File: src/rtl/mmio_console.sv
// Memory-mapped console: byte stores to one word address feed a FIFO drained by an 8N1 serial transmitter.
// Define CONSOLE_PARITY_EN to insert an even-parity bit between the data bits and the stop bit.
module mmio_console #(
  parameter logic [29:0] CONSOLE_WADDR = 30'h2000_0000,
  parameter int          CLKS_PER_BIT  = 16,
  parameter int          FIFO_DEPTH    = 16
) (
  input  logic                        clk,
  input  logic                        rst_n,
  input  logic                        ram_w_enable,
  input  logic [29:0]                 ram_w_addr,
  input  logic [31:0]                 ram_w_val,
  input  logic [3:0]                  ram_w_byte_en,
  output logic                        tx,
  output logic                        busy,
  output logic                        fifo_full,
  output logic [$clog2(FIFO_DEPTH):0] fifo_count,
  output logic                        overflow,
  output logic [2:0]                  dbg_state_o
);
  localparam int AW = $clog2(FIFO_DEPTH);
  localparam int CW = AW + 1;

  typedef enum logic [2:0] {
    IDLE   = 3'd0,
    START  = 3'd1,
    DATA   = 3'd2,
`ifdef CONSOLE_PARITY_EN
    PARITY = 3'd3,
`endif
    STOP   = 3'd4
  } state_e;

  state_e         state_q;
  logic [15:0]    baud_q;
  logic [2:0]     bit_q;
  logic [7:0]     shift_q;
  logic           tx_q;
`ifdef CONSOLE_PARITY_EN
  logic           par_q;
`endif
  logic [7:0]     mem_q [FIFO_DEPTH];
  logic [AW-1:0]  wr_ptr_q, rd_ptr_q;
  logic [CW-1:0]  count_q, count_d;
  logic           ovf_q;

  logic hit, push, pop, not_empty, baud_last;
  logic [7:0] head;
  logic unused_lanes;

  assign unused_lanes = ^{ram_w_val[31:8], ram_w_byte_en[3:1]};

  assign hit       = ram_w_enable && (ram_w_addr == CONSOLE_WADDR) && ram_w_byte_en[0];
  assign not_empty = (count_q != '0);
  assign baud_last = (baud_q == 16'(CLKS_PER_BIT - 1));
  assign head      = mem_q[rd_ptr_q];
  // The transmitter pops from IDLE or on the last STOP cycle, so frames chain with no gap.
  assign pop       = not_empty && ((state_q == IDLE) || ((state_q == STOP) && baud_last));
  assign push      = hit && ((count_q != CW'(FIFO_DEPTH)) || pop);

  always_comb begin
    count_d = count_q;
    case ({push, pop})
      2'b10:   count_d = count_q + 1'b1;
      2'b01:   count_d = count_q - 1'b1;
      default: count_d = count_q;
    endcase
  end

  always_ff @(posedge clk) begin
    if (!rst_n) begin
      wr_ptr_q <= '0;
      rd_ptr_q <= '0;
      count_q  <= '0;
      ovf_q    <= 1'b0;
    end else begin
      if (push) wr_ptr_q <= wr_ptr_q + 1'b1;
      if (pop)  rd_ptr_q <= rd_ptr_q + 1'b1;
      count_q <= count_d;
      if (hit && !push) ovf_q <= 1'b1;
    end
  end

  always_ff @(posedge clk) begin
    if (rst_n && push) mem_q[wr_ptr_q] <= ram_w_val[7:0];
  end

  always_ff @(posedge clk) begin
    if (!rst_n) begin
      state_q <= IDLE;
      baud_q  <= '0;
      bit_q   <= '0;
      shift_q <= '0;
      tx_q    <= 1'b1;
`ifdef CONSOLE_PARITY_EN
      par_q   <= 1'b0;
`endif
    end else begin
      case (state_q)
        IDLE: begin
          if (pop) begin
            state_q <= START;
            shift_q <= head;
            baud_q  <= '0;
            tx_q    <= 1'b0;
`ifdef CONSOLE_PARITY_EN
            par_q   <= ^head;
`endif
          end
        end
        START: begin
          if (baud_last) begin
            state_q <= DATA;
            baud_q  <= '0;
            bit_q   <= '0;
            tx_q    <= shift_q[0];
          end else begin
            baud_q <= baud_q + 1'b1;
          end
        end
        DATA: begin
          if (baud_last) begin
            baud_q <= '0;
            if (bit_q == 3'd7) begin
              bit_q <= '0;
`ifdef CONSOLE_PARITY_EN
              state_q <= PARITY;
              tx_q    <= par_q;
`else
              state_q <= STOP;
              tx_q    <= 1'b1;
`endif
            end else begin
              bit_q   <= bit_q + 1'b1;
              shift_q <= {1'b0, shift_q[7:1]};
              tx_q    <= shift_q[1];
            end
          end else begin
            baud_q <= baud_q + 1'b1;
          end
        end
`ifdef CONSOLE_PARITY_EN
        PARITY: begin
          if (baud_last) begin
            state_q <= STOP;
            baud_q  <= '0;
            tx_q    <= 1'b1;
          end else begin
            baud_q <= baud_q + 1'b1;
          end
        end
`endif
        STOP: begin
          if (baud_last) begin
            baud_q <= '0;
            if (pop) begin
              state_q <= START;
              shift_q <= head;
              tx_q    <= 1'b0;
`ifdef CONSOLE_PARITY_EN
              par_q   <= ^head;
`endif
            end else begin
              state_q <= IDLE;
              tx_q    <= 1'b1;
            end
          end else begin
            baud_q <= baud_q + 1'b1;
          end
        end
        default: begin
          state_q <= IDLE;
          tx_q    <= 1'b1;
        end
      endcase
    end
  end

  assign tx          = tx_q;
  assign busy        = (state_q != IDLE) || not_empty;
  assign fifo_full   = (count_q == CW'(FIFO_DEPTH));
  assign fifo_count  = count_q;
  assign overflow    = ovf_q;
  assign dbg_state_o = state_q;
endmodule

File: config.mk
export PLATFORM = sky130hd
export DESIGN_NAME = mmio_console
export DESIGN_NICKNAME = d
export VERILOG_FILES = /design/src/rtl/mmio_console.sv
export SDC_FILE = /design/constraint.sdc
export NUM_CORES = 1
export LEC_CHECK = 0
export ABC_CLOCK_PERIOD_IN_PS = 2750
export CELL_PAD_IN_SITES_DETAIL_PLACEMENT = 1
export CELL_PAD_IN_SITES_GLOBAL_PLACEMENT = 2
export CORE_MARGIN = 3
export CORE_UTILIZATION = 40
export DETAILED_ROUTE_END_ITERATION = 10
export DONT_BUFFER_PORTS = 1
export PLACE_DENSITY = 0.84
export SLEW_MARGIN = 20
export SYNTH_ARGS = -nofsm -noshare
export SYNTH_HDL_FRONTEND = slang
export SYNTH_SLANG_ARGS = --single-unit
File: constraint.sdc
create_clock -name clk -period 2.75 [get_ports clk]
set_clock_uncertainty 0.15 [all_clocks]
set_input_delay 0.55 -clock clk [delete_from_list [all_inputs] [get_ports clk]]
set_output_delay 0.55 -clock clk [all_outputs]
set_load 0.05 [all_outputs]
* After elaboration in Yosys (flattened, before gate mapping) *
Memories as Yosys holds them, arrays and structs flattened. A register that Yosys moved wholly into a read port is not among the register bits.
Index checks and enable logic that the tools add are counted.

storage, ports and cells
  flip-flop bits (word level) = 45
  memory bits (writable) = 128
  bits of input ports = 69
  output and inout port bits = 12
  memories = 1

memories
  name   words  bits a word  read ports  clocked after Yosys merged registers in  wr ports  RTL line  source
  mem_q  16     8            1           1                                        1         42        logic [7:0] mem_q [FIFO_DEPTH];

operators by class
  add/subtract/negate cells = 6
  eq/ne operators = 16
  mux-type cells = 31
  reductions and logical operators = 24

operators by type and width
  kind                     number
  $mux W16                 2
  $mux W8                  4
  $pmux W16 S2             1
  $eq A30 B30 Y1 const B   1
  $mux W3                  8
  $pmux W8 S3              1
  $add A16 B1 Y16 const B  1
  $eq A16 B4 Y1 const B    1
  $ne A2 B2 Y1 const B     6
  $pmux W3 S4              1
  $pmux W5 S2              1
  $mux W1                  9
  $add A4 B1 Y4 const B    2
  $mux W4                  2
  $reduce_and A4 Y1        2
  $logic_and A1 B1 Y1      7
  $eq A3 B3 Y1 const B     2
  $pmux W3 S2              1
  $reduce_bool A2 Y1       3
  $reduce_bool A3 Y1       2
  $add A5 B1 Y5 const B    1
  $eq A5 B5 Y1 const B     1
  $ne A5 B5 Y1 const B     1
  $reduce_and A5 Y1        1
  14 further kinds         16

* Logic depth before layout (Yosys ltp) *
  word-level depth = 9
  depth in mapped cells = 13

* Worst setup path before layout *
OpenSTA, ideal clock, no wires.

  path type = reg-to-reg
  start point = register count_q[3] (netlist: fifo_count[3])
  end point = register count_q[4] (netlist: fifo_count[4])
  arrival time = 2.870 ns
  path slack = -0.404 ns
  stages on the path, launching flop included = 13
  clock period less this slack = 3.154 ns
  cells stage by stage = dfxtp_1 > or4_1 > clkbuf_1 > o21ai_0 > nor2_1 > nand2_1 > inv_1 > ha_1 > nor2b_1 > o21ai_0 > a2111oi_0 > a311oi_1 > nand4_1

between the ends
  cells in the longest elaborated chain, start to end = 6

RTL lines
  what                                                      RTL line  source
  from (decl)                                               44        logic [CW-1:0] count_q, count_d;
  from (signal assigned)                                    79        count_q <= count_d;
  $reduce_bool A5 Y1                                        54        assign not_empty = (count_q != '0);
  $logic_and A1 B1 Y1                                       58        assign pop = not_empty && ((state_q == IDLE) || ((state_q == STOP) && baud_last));
  $logic_or A1 B1 Y1                                        59        assign push = hit && ((count_q != CW'(FIFO_DEPTH)) || pop);
  $logic_and A1 B1 Y1                                       59
  $eq A2 B1 Y1 / $eq A2 B2 Y1 (equally long branches)       63        case ({push, pop})
  $pmux W5 S2 / $reduce_bool A2 Y1 (equally long branches)  -

Parallel ways exist; a longest one is shown, timed or not.
A chain may end at the register's enable or synchronous reset.

* Worst setup path after layout *
  start point = register baud_q[14]
  end point = register count_q[4] (netlist: fifo_count[4])

between the ends
  cells in the longest elaborated chain, start to end = 8

RTL lines
  what                                                      RTL line  source
  from (decl)                                               35        logic [15:0] baud_q;
  from (signal assigned)                                    118       baud_q <= baud_q + 1'b1;
  from (signal assigned)                                    139       baud_q <= baud_q + 1'b1;
  from (signal assigned)                                    168       baud_q <= baud_q + 1'b1;
  $eq A16 B4 Y1 *                                           55        assign baud_last = (baud_q == 16'(CLKS_PER_BIT - 1));
  $logic_and A1 B1 Y1 *                                     58
  $logic_or A1 B1 Y1 *                                      58
  $logic_and A1 B1 Y1 *                                     58
  $logic_or A1 B1 Y1                                        59
  $logic_and A1 B1 Y1                                       59
  $eq A2 B1 Y1 / $eq A2 B2 Y1 (equally long branches)       63
  $pmux W5 S2 / $reduce_bool A2 Y1 (equally long branches)  -

Mark *: on every way between the ends. The rest lies on a longest branch, timed or not.

==> impl_metrics.json <==
{
  "finalSetupTns_ns": 0,
  "min_path_type": "in -> reg",
  "switching_share": 0.320,
  "insertedDiodeCount": 0,
  "power_w": 0.00792,
  "grt_pass1_wl_mm": 30.7,
  "synth_top_area_cell": "edfxtp_1",
  "ys_ff_latch": 177,
  "ant_nets": 0,
  "critPathArrivalTime_ns": 2.89,
  "viasPerCell": 5.57,
  "synth_area_leaders": "edfxtp_1 (49%), dfxtp_1 (13%), mux4_2 (9.3%), nor2_1 (2.3%), a21oi_1 (2.0%)",
  "slowest_delay_ns": 0.39,
  "fin_ws_ns": 0.00601,
  "crit_family": "simple AND/OR/NAND/NOR gates",
  "drtPass1Iterations": 4,
  "cts_tree": "built",
  "critical_path_peak_fanout": 3,
  "die_area_um2": 21100,
  "htree_levels": 4,
  "p_sw_w": 0.00253,
  "cp.required_ns": 2.90,
  "drt_iter0_markers": 363,
  "synthArstFlopShare": 0,
  "holdWs_ns": 0.0546,
  "clk_path_buf_depth": 2,
  "synth_cell_types": 63,
  "synth_top_flop_cell": "edfxtp_1",
  "status": "finished, final reports clean",
  "avgSynthCellArea_um2": 13.9,
  "clock_latency_ns": 0.43,
  "syn-num-nets": 640,
  "yosys-top-cells-count": "edfxtp_1 (128), dfxtp_1 (49), nor2_1 (47)",
  "drive_above_1_share": 0.275,
  "p_clk_frac": 0.316,
  "cts_buffers": 17,
  "p_leak_nw": 3.03,
  "slew_headroom": 0.561,
  "rsz0062_at_grt": "yes",
  "slew_violations": 0,
  "critPathBufInv": 1,
  "post_drt_wl_per_cell_um": 21.3,
  "yosysWarnings": 0,
  "crit_type": "reg -> reg",
  "n_fill_cell": 1931,
  "hpwlAfterDp_mm": 12.9,
  "grt_pass1_vias": 5383,
  "cts.sinks": 177,
  "fmax_ghz": 0.364,
  "worst_pin_slew_ns": 0.654,
  "yosysSeqAreaShare": 0.621,
  "pre_cts_slack_ns": -0.246,
  "portBuffers": 0,
  "fp.dieW_um": 145,
  "finalHoldViolCount": 0,
  "register_area_um2": 4840,
  "cap_violations": 0,
  "path_clk_slew_ns": 0.07,
  "end_kind": "flip-flop",
  "vias": 4954,
  "final_nets": 697,
  "p_seq_frac": 0.391,
  "antenna_found_initial": 0,
  "synth_edf_count": 128,
  "internal-power_w": 0.00539,
  "grt_max_degree": 33,
  "syn_inst": 559,
  "overflow": 0,
  "row_count": 50,
  "syn2layout_area_growth_pct": 18.3,
  "cpMaxStageDelayCell": "fa_2",
  "drc_errors": 0,
  "gp_congestion": 0.817,
  "finalCriticalPeriod_ns": 2.74,
  "multi_input_area_um2": 2850,
  "cts_hold_buf": 0,
  "ioPinCount": 81,
  "vdd_drop_max_uv": 463,
  "period_share": 0.998,
  "synth_top_cell_area_share": 0.495,
  "start_util": 0.411,
  "drt_wl_total_mm": 18.9,
  "die_y_um": 145,
  "grt.total_usage": 0.185,
  "comb_power_share": 0.293,
  "syn-cell-area_um2": 7770,
  "cp_cell_sequence": "nor4_4 > a41oi_2 > nor2_2 > nand2_1 > buf_4 > fa_2 > nor2b_4 > o21a_1 > a2111oi_2 > a311oi_1 > nand4_1",
  "setup_violations": 0,
  "core_area_um2": 18900,
  "synth.most_common_cell": "edfxtp_1",
  "root_buffer": "clkbuf_16",
  "power_density_nw_per_um2": 862,
  "cp-start-kind": "flip-flop"
}
-- final timing paths --
path	from	endpoint	slack [ns]	depth (start not counted)
setup / recovery	baud_q[14]$_SDFFE_PN0P_	fifo_count[4]$_SDFFE_PN0P_	0.006	11
hold / removal	rst_n	tx$_SDFFE_PN1P_	0.05	1
setup reg to reg	baud_q[14]$_SDFFE_PN0P_	fifo_count[4]$_SDFFE_PN0P_	0.006	11
hold reg to reg	bit_q[1]$_SDFFE_PN0P_	bit_q[1]$_SDFFE_PN0P_	0.34	2
-- flip-flops by register name, indices dropped and copies added (netlist names), named ones only --
register and count:
mem_q 128, baud_q 16, shift_q 8, fifo_count 5, rd_ptr_q 4, wr_ptr_q 4
bit_q 3, dbg_state_o 3, overflow 1, tx 1
-- worst register-to-register path, cell delays in order, from the launching register on --
cell	delay, ns
dfxtp_1	0.36
nor4_4	0.34
a41oi_2	0.20
nor2_2	0.19
nand2_1	0.09
buf_4	0.14
fa_2	0.39
nor2b_4	0.16
o21a_1	0.17
a2111oi_2	0.05
a311oi_1	0.24
nand4_1	0.14
-- routing by layer --
layer,vias up,track usage,share of wire
met5,-,0,0
met4,0,0.0565,0.016
met3,20,0.0392,0.054
met2,122,0.309,0.51
met1,2510,0.246,0.42
li1,2302,-,-
-- cell families (layout without fill, tap and decap cells) --
logic type | Yosys count | after routing | share of synthesized area
flops | 177 | 177 | 0.621
simple gates | 166 | 166 | 0.116
compound gates | 102 | 102 | 0.0927
buf+inv | 41 | 111 | 0.0230
mux | 40 | 40 | 0.103
xor+xnor | 20 | 20 | 0.0225
fa+ha+maj | 13 | 13 | 0.0217
-- power groups by stage --
stage / registers [W] / logic [W] / clock network, W
detailed placement: 0.00314 / 0.00223 / 0
global placement: 0.00314 / 0.00216 / 0
CTS: 0.00309 / 0.00227 / 0.00256
global route: 0.00311 / 0.00254 / 0.00268
finish: 0.00309 / 0.00232 / 0.00251
floorplan: 0.00325 / 0.00145 / 0
-- layout make-up --
cell class                 count  area share
inverter                      14     0.00572
timing repair buffer          65      0.0558
clock buffer                  17      0.0463
tap                          260      0.0354
multi-input combinational    341       0.310
sequential                   177       0.527
clock inverter                15      0.0199
-- stage by stage --
stage,util,area [um2],cells
after CTS,0.483,9130,887
after detailed placement,0.450,8490,855
after global placement,0.450,8490,855
after global routing,0.487,9190,889
final,0.487,9190,889
after floorplan,-,7800,559
-- layout by cell type (no fill, tap or decap), drive strengths merged, types with 12 or more instances in the layout --
master / synthesis / final
dfxtp: 49 / 49
xnor2: 12 / 12
nor2: 47 / 47
nand3: 18 / 18
a21oi: 38 / 38
nor4: 18 / 18
a22oi: 16 / 16
nand2: 32 / 32
buf: 11 / 65
inv: 13 / 22
mux4: 32 / 32
edfxtp: 128 / 128
clkbuf: 16 / 17
o21ai: 14 / 14
-- repair_timing --
action | 4_1_cts | 5_1_grt
setup endpoints to repair | 32 | 51
resized for setup | 8 | 12
setup buffers | 0 | 2
pin swaps | 2 | 12
No activity file was read; power rests on OpenSTA's default activity.
==> RTL change 1, RTL diff (same settings) <==
Set the parameter `FIFO_DEPTH` to 8 (it was 16).
--- a/src/rtl/mmio_console.sv
+++ b/src/rtl/mmio_console.sv
@@ -4,5 +4,5 @@
   parameter logic [29:0] CONSOLE_WADDR = 30'h2000_0000,
   parameter int          CLKS_PER_BIT  = 16,
-  parameter int          FIFO_DEPTH    = 16
+  parameter int          FIFO_DEPTH    = 8
 ) (
   input  logic                        clk,
Ports: changed (resized fifo_count); port bits go from 81 to 80. The function was not compared with the original's and may differ.
==> RTL change 1 against the original RTL <==
- the run now ends with negative setup slack left
- sequential cell count shrank 68
- wire length shrank 43%
- cell area shrank 38%
- power shrank 51%
- sequential power shrank 42%
- setup slack lost 130 ps
- clock power shrank 46%
- synthesized area shrank 39%
==> RTL change 1: results (changes against the original RTL) <==
| Metric | Value |
|---|---|
| Outcome | `finished with violations` |
| Failing checks | `negative setup slack` |
| CP endpoint | `fifo_count[3]$_SDFFE_PN0P_` |
| Family with the most delay on the worst path | `compound AO/OA/AOI/OAI gates` |
| Clock network power share | `0.350 (+0.034)` |
| Static Leak | `1.98 nW (-35%)` |
| Logic pwr share | `0.184 (-0.109)` |
| CTS Buf Count | `9 (-8)` |
| Synth area leaders | `edfxtp_1 (41%), dfxtp_1 (19%), mux4_2 (7.6%), nor2_1 (3.2%), nand2_1 (2.7%)` |
| Max incr delay on CP | `540 ps (+150 ps)` |
| Critical Path Start | `baud_q[6]$_SDFFE_PN0P_` |
| Dpl hpwl | `7490 um (-42%)` |
| Placement Setup Slack | `-174 ps (+72.0 ps)` |
| Commonest cells in the netlist | `edfxtp_1 (64), dfxtp_1 (45), nor2_1 (40)` |
| Area occupied by multi-input gates | `0.00193 mm^2 (-32%)` |
| Relative slew slack | `0.482 (-0.0791)` |
| Compound-Gate Fraction of Synth Area | `0.0792 (-0.0136)` |
| Post_cts resized | `5 (-3)` |
| Gr usage total | `0.174 (-0.0112)` |
| Final Wtd Congestion | `0.794 (-2.9%)` |
| Crit path max fanout | `2 (-1)` |
| Final count of negative-setup-slack endpoints | `1 (+1)` |
| Post-synthesis mux area share | `0.0956 (-0.00760)` |
| Largest net degree at the start of global routing | `29 (-12%)` |
| CTS H-Tree Depth | `3 (-1)` |
| Synthesized net count | `454 (-29%)` |
| Nets | `507 (-27%)` |
| Setup ws final | `-127 ps (-133 ps)` |
[RTL change 1: changes by cell type in the layout (fill, tap and decap cells not counted), sizes merged, moves of 13 or more]
cell,change
a21oi,-14
inv,-13
mux4,-16
edfxtp,-64
a22oi,-13
[RTL change 1: layer usage]
| metal | routed length [um] | GRT usage | vias to the layer above |
|---|---|---|---|
| li1 | - | - | 1533 |
| met4 | 139 | 0.0578 | 0 |
| met3 | 350 | 0.0481 | 9 |
| met1 | 4740 | 0.206 | 1588 |
| met2 | 5530 | 0.305 | 29 |
| met5 | 0 | 0 | - |
[RTL change 1: layout make-up]
| cell class | instances | share of cell area |
|---|---|---|
| multi-input cells | 248 | 0.338 |
| clock inverters | 7 | 0.0151 |
| repair buffers | 57 | 0.0777 |
| flip-flops and latches | 109 | 0.495 |
| inverters | 5 | 0.00372 |
| well taps | 143 | 0.0313 |
| clock buffers | 9 | 0.0394 |
==> RTL change 2, RTL diff (config.mk and constraints unchanged) <==
Without the edit above. Register the output `dbg_state_o` once more, cleared by the reset; this adds one clock of latency there. The other outputs are not delayed to match.
--- a/src/rtl/mmio_console.sv
+++ b/src/rtl/mmio_console.sv
@@ -182,5 +182,11 @@
   assign fifo_count  = count_q;
   assign overflow    = ovf_q;
-  assign dbg_state_o = state_q;
+  always_ff @(posedge clk) begin
+    if (!rst_n) begin
+      dbg_state_o <= '0;
+    end else begin
+      dbg_state_o <= state_q;
+    end
+  end
 endmodule
 
Check against the original RTL: not equivalent (Yosys sat finds a counterexample within 4 cycles, from zero or initial values and one cycle with rst_n low).
==> RTL change 2 against the original RTL <==
- the run now ends with negative setup slack left
- cell area fell by 2.5%
- wire length fell by 8.0%
- sequential power rose by 3%
- via count fell by 8.7%
- sequential cell count rose by 3
- sequential share of layout area rose by 2.0 points
- die area fell by 2.5%
- clock power fell by 4%
- largest cell class unchanged
- synthesized area fell by 2.6%
- power fell by 1.7%
- largest power group unchanged
- first-iteration DRC count fell by 43%
- setup slack got worse by 27 ps
==> RTL change 2: results (changes against the original RTL) <==
| Metric | Value |
|---|---|
| Outcome | `finished with violations` |
| Failing checks | `negative setup slack` |
| Routed WL per cell | `21.5 um (+1.1%)` |
| Vias per cell | `5.59 (+0.33%)` |
| Worst hold stages | `1 (unchanged)` |
| CTS Buffer Depth | `2 (unchanged)` |
| CP endpoint | `mem_q[8][3]$_DFFE_PP_` |
| Commonest cells in the netlist | `edfxtp_1 (128), nor2_1 (57), dfxtp_1 (52)` |
| Synth unique cells | `58 (-7.9%)` |
| Static Leak | `2.97 nW (-2.0%)` |
| Placement Setup Slack | `-128 ps (+118 ps)` |
| Final count of negative-setup-slack endpoints | `16 (+16)` |
| Max incr delay on CP | `410 ps (+20 ps)` |
| Nets | `648 (-7.0%)` |
| DP Cell Count | `767 (-10%)` |
| Placed instance area | `0.00817 mm^2 (-3.8%)` |
| Root Driver | `clkbuf_16` |
| Critical-path top delay cell | `nor4_4` |
| First-pass GRT wire length | `27600 um (-10%)` |
| Ys Warns | `0 (unchanged)` |
| Largest net degree at the start of global routing | `33 (unchanged)` |
| Async SR Flop Fraction | `0 (unchanged)` |
| Gr usage total | `0.178 (-0.00756)` |
| Setup TNS | `-269 ps (-269 ps)` |
| Setup ws final | `-21.0 ps (-27.0 ps)` |
| Worst EP arrival | `2760 ps (-130 ps)` |
| Min-Delay Endpoint | `tx$_SDFFE_PN1P_` |
| Critical Path Start | `baud_q[6]$_SDFFE_PN0P_` |
| WHS | `44.2 ps (-10.4 ps)` |
| WL final | `17400 um (-8.0%)` |
| CTS clk-pin slew, worst paths | `~80 ps` |
| N_diodes | `0 (unchanged)` |
| Synth area leaders | `edfxtp_1 (51%), dfxtp_1 (14%), mux4_2 (9.8%), nor2_1 (2.8%), ha_1 (1.8%)` |
| Vias in the first global route | `4908 (-8.8%)` |
| Initial antenna violation count | `0 (unchanged)` |
| Met2 GRT Util | `0.305 (-0.00376)` |
| Syn_area_per_cell | `14.8 um^2 (+6.7%)` |
| # port buffers | `0 (unchanged)` |
| Maximum VDD drop | `0.000508 V (+9.6%)` |
| Final Wtd Congestion | `0.732 (-10%)` |
| R2R cell count | `8 (-3)` |
| Synthesized net count | `591 (-7.7%)` |
| CTS Buf Count | `17 (unchanged)` |
| Grt met1 use | `0.224 (-0.0218)` |
| CTS H-Tree Depth | `4 (unchanged)` |
| Dpl hpwl | `11600 um (-10%)` |
| Crit path max fanout | `8 (+5)` |
| Seq/Total Area, Yosys | `0.646 (+0.0247)` |
| Worst hold path type | `input port to flip-flop` |
| Slew @ Worst Pin | `721 ps (+67.1 ps)` |
| GRT met3 Usage | `0.0386 (-0.000638)` |
| Initial DRC Count | `206 (-43%)` |
| EDFF count, synth | `128 (unchanged)` |
| Share of post-route cells with drive strength above 1 | `0.290 (+0.0146)` |
| Biggest regs | `mem_q: 128 flops, baud_q: 16 flops, shift_q: 8 flops` |
[RTL change 2: cell types whose count changed after synthesis, moves of 6 or more]
cell	delta
a211oi_1	+16
o31ai_1	-7
nor2_1	+10
a22oi_1	-13
nand3_1	-8
buf_4	+6
nand2_1	-15
a21oi_1	-6
clkbuf_1	-9
a21oi_2	-7
[RTL change 2: area by class of cell]
class / count / area, um^2
inverter: 9 / 33.8
multi-input combinational: 301 / 2640
clock inverter: 15 / 183
clock buffer: 17 / 425
timing repair buffer: 58 / 494
sequential: 180 / 4900
fill: 1778 / 9310
tap: 229 / 287
[RTL change 2: per-layer routing]
| metal | vias to the layer above | wire [um] |
|---|---|---|
| li1 | 2084 | - |
| met1 | 2348 | 7310 |
| met2 | 66 | 9210 |
| met3 | 25 | 554 |
| met4 | 0 | 347 |
| met5 | - | 0 |
[RTL change 2: report_power, final]
part | internal (mW) | switching, mW | leakage, nW | total, mW
sequential | 3.03 | 0.141 | 1.58 | 3.17
clock | 1.23 | 1.17 | 0.291 | 2.40
combinational | 1.02 | 1.19 | 1.10 | 2.21
total | 5.28 | 2.50 | 2.97 | 7.78
[RTL change 2: logic make-up after synthesis]
kind of cell / share of synthesized area
AOI/OAI and AO/OA: 0.0618
and+or+nand+nor: 0.112
xor gates and xnor gates: 0.0266
adders and majority gates: 0.0222
DFF: 0.646
buffers and inverters: 0.0193
muxes: 0.113
[RTL change 2: critical path: cells and delay by family, from the launching register on]
kind / cells / cell delay (ps)
AND/OR/NAND/NOR: 4 / 1070
AO/OA/AOI/OAI: 2 / 510
buffers and inverters: 2 / 400
flip-flops: 1 / 350
[RTL change 2: what timing repair did]
item / 4_1_cts / 5_1_grt
pin swaps: 11 / 17
gates cloned: 0 / 0
setup endpoints to repair: 33 / 82
buffers inserted: 6 / 4
gates resized for setup: 13 / 19
